## config.mk

```make
export PLATFORM = sky130hd
export DESIGN_NAME = volume_ctrl
export DESIGN_NICKNAME = d
export VERILOG_FILES = /design/src/rtl/volume_pkg.sv /design/src/rtl/volume_debounce.sv /design/src/rtl/volume_ctrl.sv
export SDC_FILE = /design/constraint.sdc
export NUM_CORES = 1
export LEC_CHECK = 0
export BUFFER_PORTS_ARGS = -buffer_cell sky130_fd_sc_hd__buf_2
export CAP_MARGIN = 20
export CORE_UTILIZATION = 45
export DETAILED_ROUTE_END_ITERATION = 7
export MAX_ROUTING_LAYER = met4
export PLACE_DENSITY_LB_ADDON = 0.1
export SLEW_MARGIN = 30
export SYNTH_ARGS = -nofsm -noshare
export SYNTH_HDL_FRONTEND = slang
export SYNTH_SLANG_ARGS = --single-unit
```

## constraint.sdc

```tcl
create_clock -name clk_i -period 6.9 [get_ports clk_i]
set_clock_uncertainty 0.05 [all_clocks]
set_input_delay 0.69 -clock clk_i [delete_from_list [all_inputs] [get_ports clk_i]]
set_output_delay 0.69 -clock clk_i [all_outputs]
set_load 0.05 [all_outputs]
```

## src/rtl/volume_pkg.sv

```systemverilog
// volume_pkg: shared types for the volume front-panel sequencer.
// Provides level_t, ramp_state_e and the one-step ramp helper.
package volume_pkg;

  localparam int LEVEL_W = 3;

  typedef logic [LEVEL_W-1:0] level_t;

  typedef enum logic [1:0] {
    IDLE,
    RAMP,
    MUTED
  } ramp_state_e;

  function automatic level_t step_toward(
    level_t cur,
    level_t tgt
  );
    level_t res;
    res = cur;
    if (cur < tgt) res = cur + level_t'(1);
    else if (cur > tgt) res = cur - level_t'(1);
    return res;
  endfunction

endpackage

```

## src/rtl/volume_debounce.sv

```systemverilog
// volume_debounce: 2-flop sync, debounce, press and repeat pulses.
// Ports: clk_i, reset_i (async low), btn_i raw, hold_i freezes
// repeat; state_o debounced level, pulse_o one-cycle step.
module volume_debounce
  import volume_pkg::*;
#(
  parameter int debounce_cycles_p = 16,
  parameter int repeat_delay_p    = 64,
  parameter int repeat_rate_p     = 16,
  parameter bit repeat_en_p       = 1'b1
) (
  input  logic clk_i,
  input  logic reset_i,
  input  logic btn_i,
  input  logic hold_i,
  output logic state_o,
  output logic pulse_o
);

  localparam int DB_W = $clog2(debounce_cycles_p + 1);
  localparam int RP_MAX = (repeat_delay_p > repeat_rate_p)
                        ? repeat_delay_p : repeat_rate_p;
  localparam int RP_W = $clog2(RP_MAX + 1);

  logic            s1_q;
  logic            s2_q;
  logic            db_q;
  logic            rep_q;
  logic            pulse_q;
  logic [DB_W-1:0] cnt_q;
  logic [RP_W-1:0] rcnt_q;
  logic            flip;
  logic [RP_W-1:0] lim;

  assign flip = (s2_q != db_q)
             && (cnt_q == DB_W'(debounce_cycles_p - 1));

  // rep_q selects the initial delay or the steady repeat rate
  assign lim = rep_q ? RP_W'(repeat_rate_p - 1)
                     : RP_W'(repeat_delay_p - 1);

  always_ff @(posedge clk_i or negedge reset_i) begin
    if (!reset_i) begin
      s1_q    <= 1'b0;
      s2_q    <= 1'b0;
      db_q    <= 1'b0;
      rep_q   <= 1'b0;
      pulse_q <= 1'b0;
      cnt_q   <= '0;
      rcnt_q  <= '0;
    end else begin
      s1_q <= btn_i;
      s2_q <= s1_q;

      if (s2_q == db_q || flip) cnt_q <= '0;
      else cnt_q <= cnt_q + DB_W'(1);

      if (flip) begin
        db_q    <= s2_q;
        pulse_q <= s2_q;
        rcnt_q  <= '0;
        rep_q   <= 1'b0;
      end else if (!db_q || hold_i || !repeat_en_p) begin
        pulse_q <= 1'b0;
        rcnt_q  <= '0;
        rep_q   <= 1'b0;
      end else if (rcnt_q == lim) begin
        pulse_q <= 1'b1;
        rcnt_q  <= '0;
        rep_q   <= 1'b1;
      end else begin
        pulse_q <= 1'b0;
        rcnt_q  <= rcnt_q + RP_W'(1);
      end
    end
  end

  assign state_o = db_q;
  assign pulse_o = pulse_q;

endmodule

```

## src/rtl/volume_ctrl.sv

```systemverilog
// volume_ctrl: buttons -> saturating target, mute, sample ramp.
// Ports: clk_i, reset_i (async low), up_i/down_i/mute_i raw,
// sample_v_i strobe; level_o, target_o, mute_o, busy_o.
module volume_ctrl
  import volume_pkg::*;
#(
  parameter int debounce_cycles_p = 16,
  parameter int repeat_delay_p    = 64,
  parameter int repeat_rate_p     = 16,
  parameter int min_level_p       = 0,
  parameter int max_level_p       = 7,
  parameter int reset_level_p     = 4
) (
  input  logic               clk_i,
  input  logic               reset_i,
  input  logic               up_i,
  input  logic               down_i,
  input  logic               mute_i,
  input  logic               sample_v_i,
  output logic [LEVEL_W-1:0] level_o,
  output logic [LEVEL_W-1:0] target_o,
  output logic               mute_o,
  output logic               busy_o
);

  localparam level_t MIN_L = level_t'(min_level_p);
  localparam level_t MAX_L = level_t'(max_level_p);
  localparam level_t RST_L = level_t'(reset_level_p);

  logic        up_db;
  logic        dn_db;
  logic        mute_db_unused;
  logic        up_pls;
  logic        dn_pls;
  logic        mu_pls;
  logic        both;
  logic        up_step;
  logic        dn_step;

  ramp_state_e state_q;
  ramp_state_e state_d;
  level_t      level_q;
  level_t      level_d;
  level_t      target_q;
  level_t      target_d;
  level_t      eff_q;
  level_t      eff_d;
  logic        mute_q;
  logic        mute_d;
  logic        busy_q;

  volume_debounce #(
    .debounce_cycles_p(debounce_cycles_p),
    .repeat_delay_p   (repeat_delay_p),
    .repeat_rate_p    (repeat_rate_p),
    .repeat_en_p      (1'b1)
  ) u_up (
    .clk_i  (clk_i),
    .reset_i(reset_i),
    .btn_i  (up_i),
    .hold_i (both),
    .state_o(up_db),
    .pulse_o(up_pls)
  );

  volume_debounce #(
    .debounce_cycles_p(debounce_cycles_p),
    .repeat_delay_p   (repeat_delay_p),
    .repeat_rate_p    (repeat_rate_p),
    .repeat_en_p      (1'b1)
  ) u_dn (
    .clk_i  (clk_i),
    .reset_i(reset_i),
    .btn_i  (down_i),
    .hold_i (both),
    .state_o(dn_db),
    .pulse_o(dn_pls)
  );

  volume_debounce #(
    .debounce_cycles_p(debounce_cycles_p),
    .repeat_delay_p   (repeat_delay_p),
    .repeat_rate_p    (repeat_rate_p),
    .repeat_en_p      (1'b0)
  ) u_mu (
    .clk_i  (clk_i),
    .reset_i(reset_i),
    .btn_i  (mute_i),
    .hold_i (1'b0),
    .state_o(mute_db_unused),
    .pulse_o(mu_pls)
  );

  // A pulse always implies its button is debounced-high, so
  // gating by both-held also makes the two steps exclusive.
  assign both    = up_db & dn_db;
  assign up_step = up_pls & ~both;
  assign dn_step = dn_pls & ~both;

  always_comb begin
    target_d = target_q;
    unique case (1'b1)
      up_step: target_d = (target_q > MIN_L)
                        ? target_q - level_t'(1) : MIN_L;
      dn_step: target_d = (target_q < MAX_L)
                        ? target_q + level_t'(1) : MAX_L;
      default: ;
    endcase
  end

  assign mute_d = mute_q ^ mu_pls;
  assign eff_q  = mute_q ? MAX_L : target_q;
  assign eff_d  = mute_d ? MAX_L : target_d;

  always_comb begin
    state_d = state_q;
    level_d = level_q;
    unique case (state_q)
      IDLE: begin
        if (mute_d && level_q == MAX_L) state_d = MUTED;
        else if (level_q != eff_q) state_d = RAMP;
      end
      RAMP: begin
        if (sample_v_i) level_d = step_toward(level_q, eff_q);
        if (mute_d && level_d == MAX_L) state_d = MUTED;
        else if (level_d == eff_q) state_d = IDLE;
      end
      MUTED: begin
        if (mu_pls) state_d = (target_d == MAX_L) ? IDLE : RAMP;
      end
      default: state_d = IDLE;
    endcase
  end

  always_ff @(posedge clk_i or negedge reset_i) begin
    if (!reset_i) begin
      state_q  <= IDLE;
      level_q  <= RST_L;
      target_q <= RST_L;
      mute_q   <= 1'b0;
      busy_q   <= 1'b0;
    end else begin
      state_q  <= state_d;
      level_q  <= level_d;
      target_q <= target_d;
      mute_q   <= mute_d;
      busy_q   <= (level_d != eff_d);
    end
  end

  assign level_o  = level_q;
  assign target_o = target_q;
  assign mute_o   = (state_q == MUTED);
  assign busy_o   = busy_q;

endmodule

```

Word level (Yosys, flattened, before mapping)
Cells that the tools add are included.

word-level totals
  output and inout port bits = 8
  input port bits = 6
  logic and storage cells = 121
  register bits = 53

operators by class
  order comparisons = 4
  $add $sub $neg = 9
  multiplexer cells = 41
  reduce and logical (&&, ||, !) cells = 16
  bitwise gates (word level) = 5
  equal/unequal tests = 22

operator list
  kind                                                                              number
  7-bit 2-to-1 mux                                                                  6
  3-bit 2-to-1 mux                                                                  9
  5-bit by 1-bit adder with 5-bit output (second input constant)                    3
  5-bit by 4-bit == test with 1-bit output (second input constant)                  3
  5-bit 2-to-1 mux                                                                  3
  7-bit by 1-bit adder with 7-bit output (second input constant)                    2
  7-bit == test                                                                     2
  1-bit 2-to-1 mux                                                                  14
  6-bit 2-to-1 mux                                                                  2
  2-bit 2-to-1 mux                                                                  5
  3-bit == test (second input constant)                                             3
  3-bit by 1-bit adder with 3-bit output (second input constant)                    2
  3-bit inequality test                                                             2
  3-bit inequality test (second input constant)                                     2
  2-bit case mux with 3 select lines                                                1
  3-bit case mux with 2 select lines                                                1
  3-bit nonzero test                                                                2
  3-bit by 1-bit subtractor with 3-bit output (second input constant)               2
  1-bit logical AND                                                                 5
  1-bit logical OR                                                                  5
  1-bit bitwise AND                                                                 3
  1-bit == test                                                                     3
  3-bit == test                                                                     1
  3-bit by 1-bit greater-than comparator with 1-bit output (second input constant)  1
  12 further kinds                                                                  15

Depth between registers and ports, before layout
  depth in word-level cells = 10
  depth in mapped cells = 9
  depth with buffers taken out = 9

By module
A second synthesis with hierarchy kept.

unflattened totals
  cell total of the unflattened synthesis = 269
  area, all modules = 2832.7 um^2

by module, submodules not included
  module                       sequential area each (um^2)  area an instance (um^2)  instances  cells an instance
  volume_debounce at u_dn ...  425.4                        737.0                    2          63
  volume_ctrl                  252.7                        1008.5                   1          116
  volume_debounce at u_mu      225.2                        350.3                    1          27

Worst setup path after synthesis
Ideal clock, no wire load.

  path kind = reg2reg
  start = register target_q[0] (netlist: target_o[0])
  end = register busy_q (netlist: busy_o)
  buffers on the path = 0
  setup slack = 4.332 ns
  data required time = 6.716 ns
  period minus slack after synthesis = 2.568 ns
  stages on the path, launching flop included = 9
  setup time = 0.134 ns
  arrival = 2.384 ns
  cell sequence = dfrtp_1 -> or2_2 -> ha_1 -> nand3_1 -> nor3_1 -> a221oi_4 -> a21o_1 -> a2111oi_2 -> o32ai_1

between the ends
  word-level cells in the longest chain between the ends = 8
  elaborated cells between the ends (all ways) = 17
  classes of those cells = 2 x add/sub; 4 x order compare; 1 x eq/ne; 10 x mux

ends and longest elaborated chain
  what                            line                RTL
  start, declared                 volume_ctrl.sv:44   level_t target_q;
  start signal, assigned          volume_ctrl.sv:145  target_q <= target_d;
  3-bit 2-to-1 mux                volume_ctrl.sv:112  assign eff_q = mute_q ? MAX_L : target_q;
  3-bit greater-than comparator   volume_pkg.sv:22    else if (cur > tgt) res = cur - level_t'(1);
  3-bit 2-to-1 mux                volume_pkg.sv:22
  3-bit 2-to-1 mux                volume_pkg.sv:21    if (cur < tgt) res = cur + level_t'(1);
  3-bit 2-to-1 mux                volume_ctrl.sv:124  if (sample_v_i) level_d = step_toward(level_q, eff_q);
  3-bit 2-to-1 mux (2 in series)  volume_ctrl.sv:118  unique case (state_q)
  3-bit inequality test (*)       volume_ctrl.sv:147  busy_q <= (level_d != eff_d);
  end signal, assigned            volume_ctrl.sv:147
  end, declared                   volume_ctrl.sv:50   logic busy_q;

Every way passes the cells marked *; elsewhere a longest branch is shown, timed or not. The select of a mux whose other input is x is not followed.
A chain may end at the register's enable or synchronous reset.

Worst setup path in the final report
Ends and elaborated chain as after synthesis.

==> metrics.md <==
| Metric | Value |
|---|---|
| Hpwl dp | 3331 µm |
| Final total power | 0.8402 mW |
| FILL cells | 545 |
| Num rows | 28 |
| Final worst slack | 4.406 ns |
| Final setup vio count | 0 |
| Cell Area, Synth | 0.002756 mm² |
| CTS-repair resized insts | 0 |
| WL per Instance | 12.66 µm |
| Top cells by area, synth | dfrtp_1 46%, ha_1 8.2%, nor2_1 5.6% |
| Top cell type by total area after synthesis | dfrtp_1 |
| GP Congestion | 0.8710 |
| Unrepaired setup endpoints after global routing | no |
| Yosys cell types | 52 |
| Num CTS Buffers | 5 |
| Synth top area share | 46.30% |
| Run status | complete, no violations |
| Post-place instance area | 0.002918 mm² |
| Clock Sinks | 53 |
| IO Pins | 14 |
| First-pass GRT wire length | 8211 µm |
| Core Area | 0.005921 mm² |
| Peak VDD IR | 0.2084 mV |
| Pre-CTS setup slack | 4.420 ns |
| Synth Instances | 265 |
| CTS tree | done |
| Global-route usage over all layers | 16.97% |
| Worst-Skew Late Latency | 0.30 ns |
| Fmax | 401.0 MHz |
| Total setup buffers inserted after CTS | 0 |
| Sequential cell area fraction in the yosys report | 48.21% |
| Fin. Hold Viols | 0 |
| P_leak | 1.372 nW |
| TNS Setup | 0 ns |
| Hold WC Path Type | in -> async |
| Total grt overflow | 0 |
| Die extent in y | 80.27 µm |
| Yosys warnings | 0 |
| Root Buffer | clkbuf_8 |
| CP max FO | 7 |
| Die W | 80.27 µm |
| Worst slew pin tran | 0.7239 ns |
| H-tree Lvls | 2 |
| Avg Cell Area, Syn | 10.40 µm² |
| Routed Antenna Nets | 0 |
| Leading cell type in the layout, fill and taps excluded | dfrtp_1 |
| Antenna violations before repair | 0 |
| Port Buf Inserts | 13 |
| Total of max-cap violations | 0 |
| Post-synth ARST share | 100.0% |
| Synth-to-layout area growth | 8.897% |
| Most frequent cells in the layout | 51 x dfrtp_1, 41 x nor2_1, 21 x inv_1 |
| Clk slew on worst S/H paths | 0.09 ns |
| Main synth FF type | dfrtp_1 |
| CP Data Arrival Time | 2.62 ns |
| Vias in the first global route | 1,736 |
| Total number of vias | 1,837 |
| Die area | 0.006442 mm² |
| Maximum number of pins on one net before global-route repair | 38 |
| Final instance area | 0.003002 mm² |
| Tcrit/Tclk final | 36.14% |
| Tmin final | 2.494 ns |
| # diodes | 0 |
| Pre-antenna DRT Iters | 4 |
| Layout Nets | 309 |
| Post-synth EDFFs | 0 |
| DRT iter0 DRCs | 83 |
| Synthesized flop and latch total | 53 |
| Rel. slew slack | 51.58% |
| Layout cells sized above 1 | 14.34% |
| CTS Hold Bufs | 0 |
| Deepest clock path buffer count | 2 |
| Pwr Density | 279.9 mW/mm² |
| Initial core utilization | 46.56% |
| # DRC | 0 |
| Vias per std cell | 5.089 |
| Final Slew Violations | 0 |
| Worst Setup Start Kind | register |
| Crit path kind | reg -> reg |
| Drt total wl | 4572 µm |
| CP required | 7.03 ns |
| Net Count, Synth | 289 |
| Setup crit end kind | register |
-- flip-flops by register name (all words and copies together), names as in the netlist, 2 cells and up --
register     cells
u_dn.rcnt_q      7
u_up.rcnt_q      7
state_q          2
u_dn.cnt_q       5
level_o          3
target_o         3
u_mu.cnt_q       5
u_up.cnt_q       5
-- worst max-delay path, cell delays in order, from the launching register on --
cell and delay, ns:
dfrtp_1 0.47, or2_2 0.35, ha_1 0.30, nand3_1 0.20, nor3_1 0.32, a221oi_4 0.07
a21o_1 0.20, a2111oi_2 0.29, o32ai_1 0.14
-- per-layer routing --
metal  vias to the layer above  GRT usage [%]  wire length (µm)
met1                       864          24.38              2437
met4                         0          4.286                26
met5                         -              -                 0
met2                        21          24.44              1974
li1                        950              -                 -
met3                         2          3.523               133
-- cell families after synthesis --
group,after synthesis,synth area share [%]
AOI/OAI and AO/OA,47,13.71
xor gates and xnor gates,24,7.898
adders and majority gates,18,8.171
buffers and inverters,22,3.041
DFF,53,48.21
muxes,2,0.9077
and+or+nand+nor,99,18.07
-- power by group --
| group | switching [mW] | leakage [nW] | internal, mW | total [mW] |
|---|---|---|---|---|
| clock network | 0.0974 | 0.0385 | 0.0720 | 0.169 |
| logic | 0.191 | 0.633 | 0.125 | 0.316 |
| registers | 0.0212 | 0.700 | 0.333 | 0.355 |
| total | 0.310 | 1.37 | 0.531 | 0.840 |
-- stage by stage --
| stage | instances | hold slack, ns | utilization, % |
|---|---|---|---|
| after detailed placement | 353 | 0.2878 | 49.28 |
| final | 361 | 0.2411 | 50.70 |
| after floorplan | 265 | 0.2812 | - |
| after CTS | 361 | 0.2531 | 50.70 |
| after global routing | 361 | 0.2568 | 50.70 |
| after global placement | 353 | 0.2857 | 49.28 |
-- Yosys cell counts, drive strengths merged (3+ instances only) --
master and n:
nand3b 4, a31o 3, ha 18, nand2b 5, or3 3, nand2 10, and2 5, a211oi 3
nor2 41, o21ai 12, dfrtp 51, a21oi 9, nor3 4, o31ai 3, xor2 12, nand3 11
xnor2 12, inv 21, and3 9
-- worst paths after layout --
kind / startpoint / cells past startpoint / slack (ns) / end
worst max-delay path: target_o[0] / 8 / 4.41 / busy_o
worst min-delay path: reset_i / 1 / 0.24 / u_up.rcnt_q[0]
worst max register to register: target_o[0] / 8 / 4.41 / busy_o
worst min register to register: u_dn.s1_q / 0 / 0.31 / u_dn.s2_q
max in group asynchronous: reset_i / 2 / 5.73 / level_o[2]
min in group clk_i: u_dn.s1_q / 0 / 0.31 / u_dn.s2_q
-- cell type report --
type	count	area, µm²	area share [%]
Clock buffer	7	76.32	2.543
Timing Repair Buffer	14	72.57	2.418
Tap cell	75	93.84	3.126
Multi-Input combinational cell	190	1344	44.77
Inverter	21	78.83	2.626
Sequential cell	53	1329	44.27
Clock inverter	1	7.507	0.2501
Power figures use the tool's default switching activity.
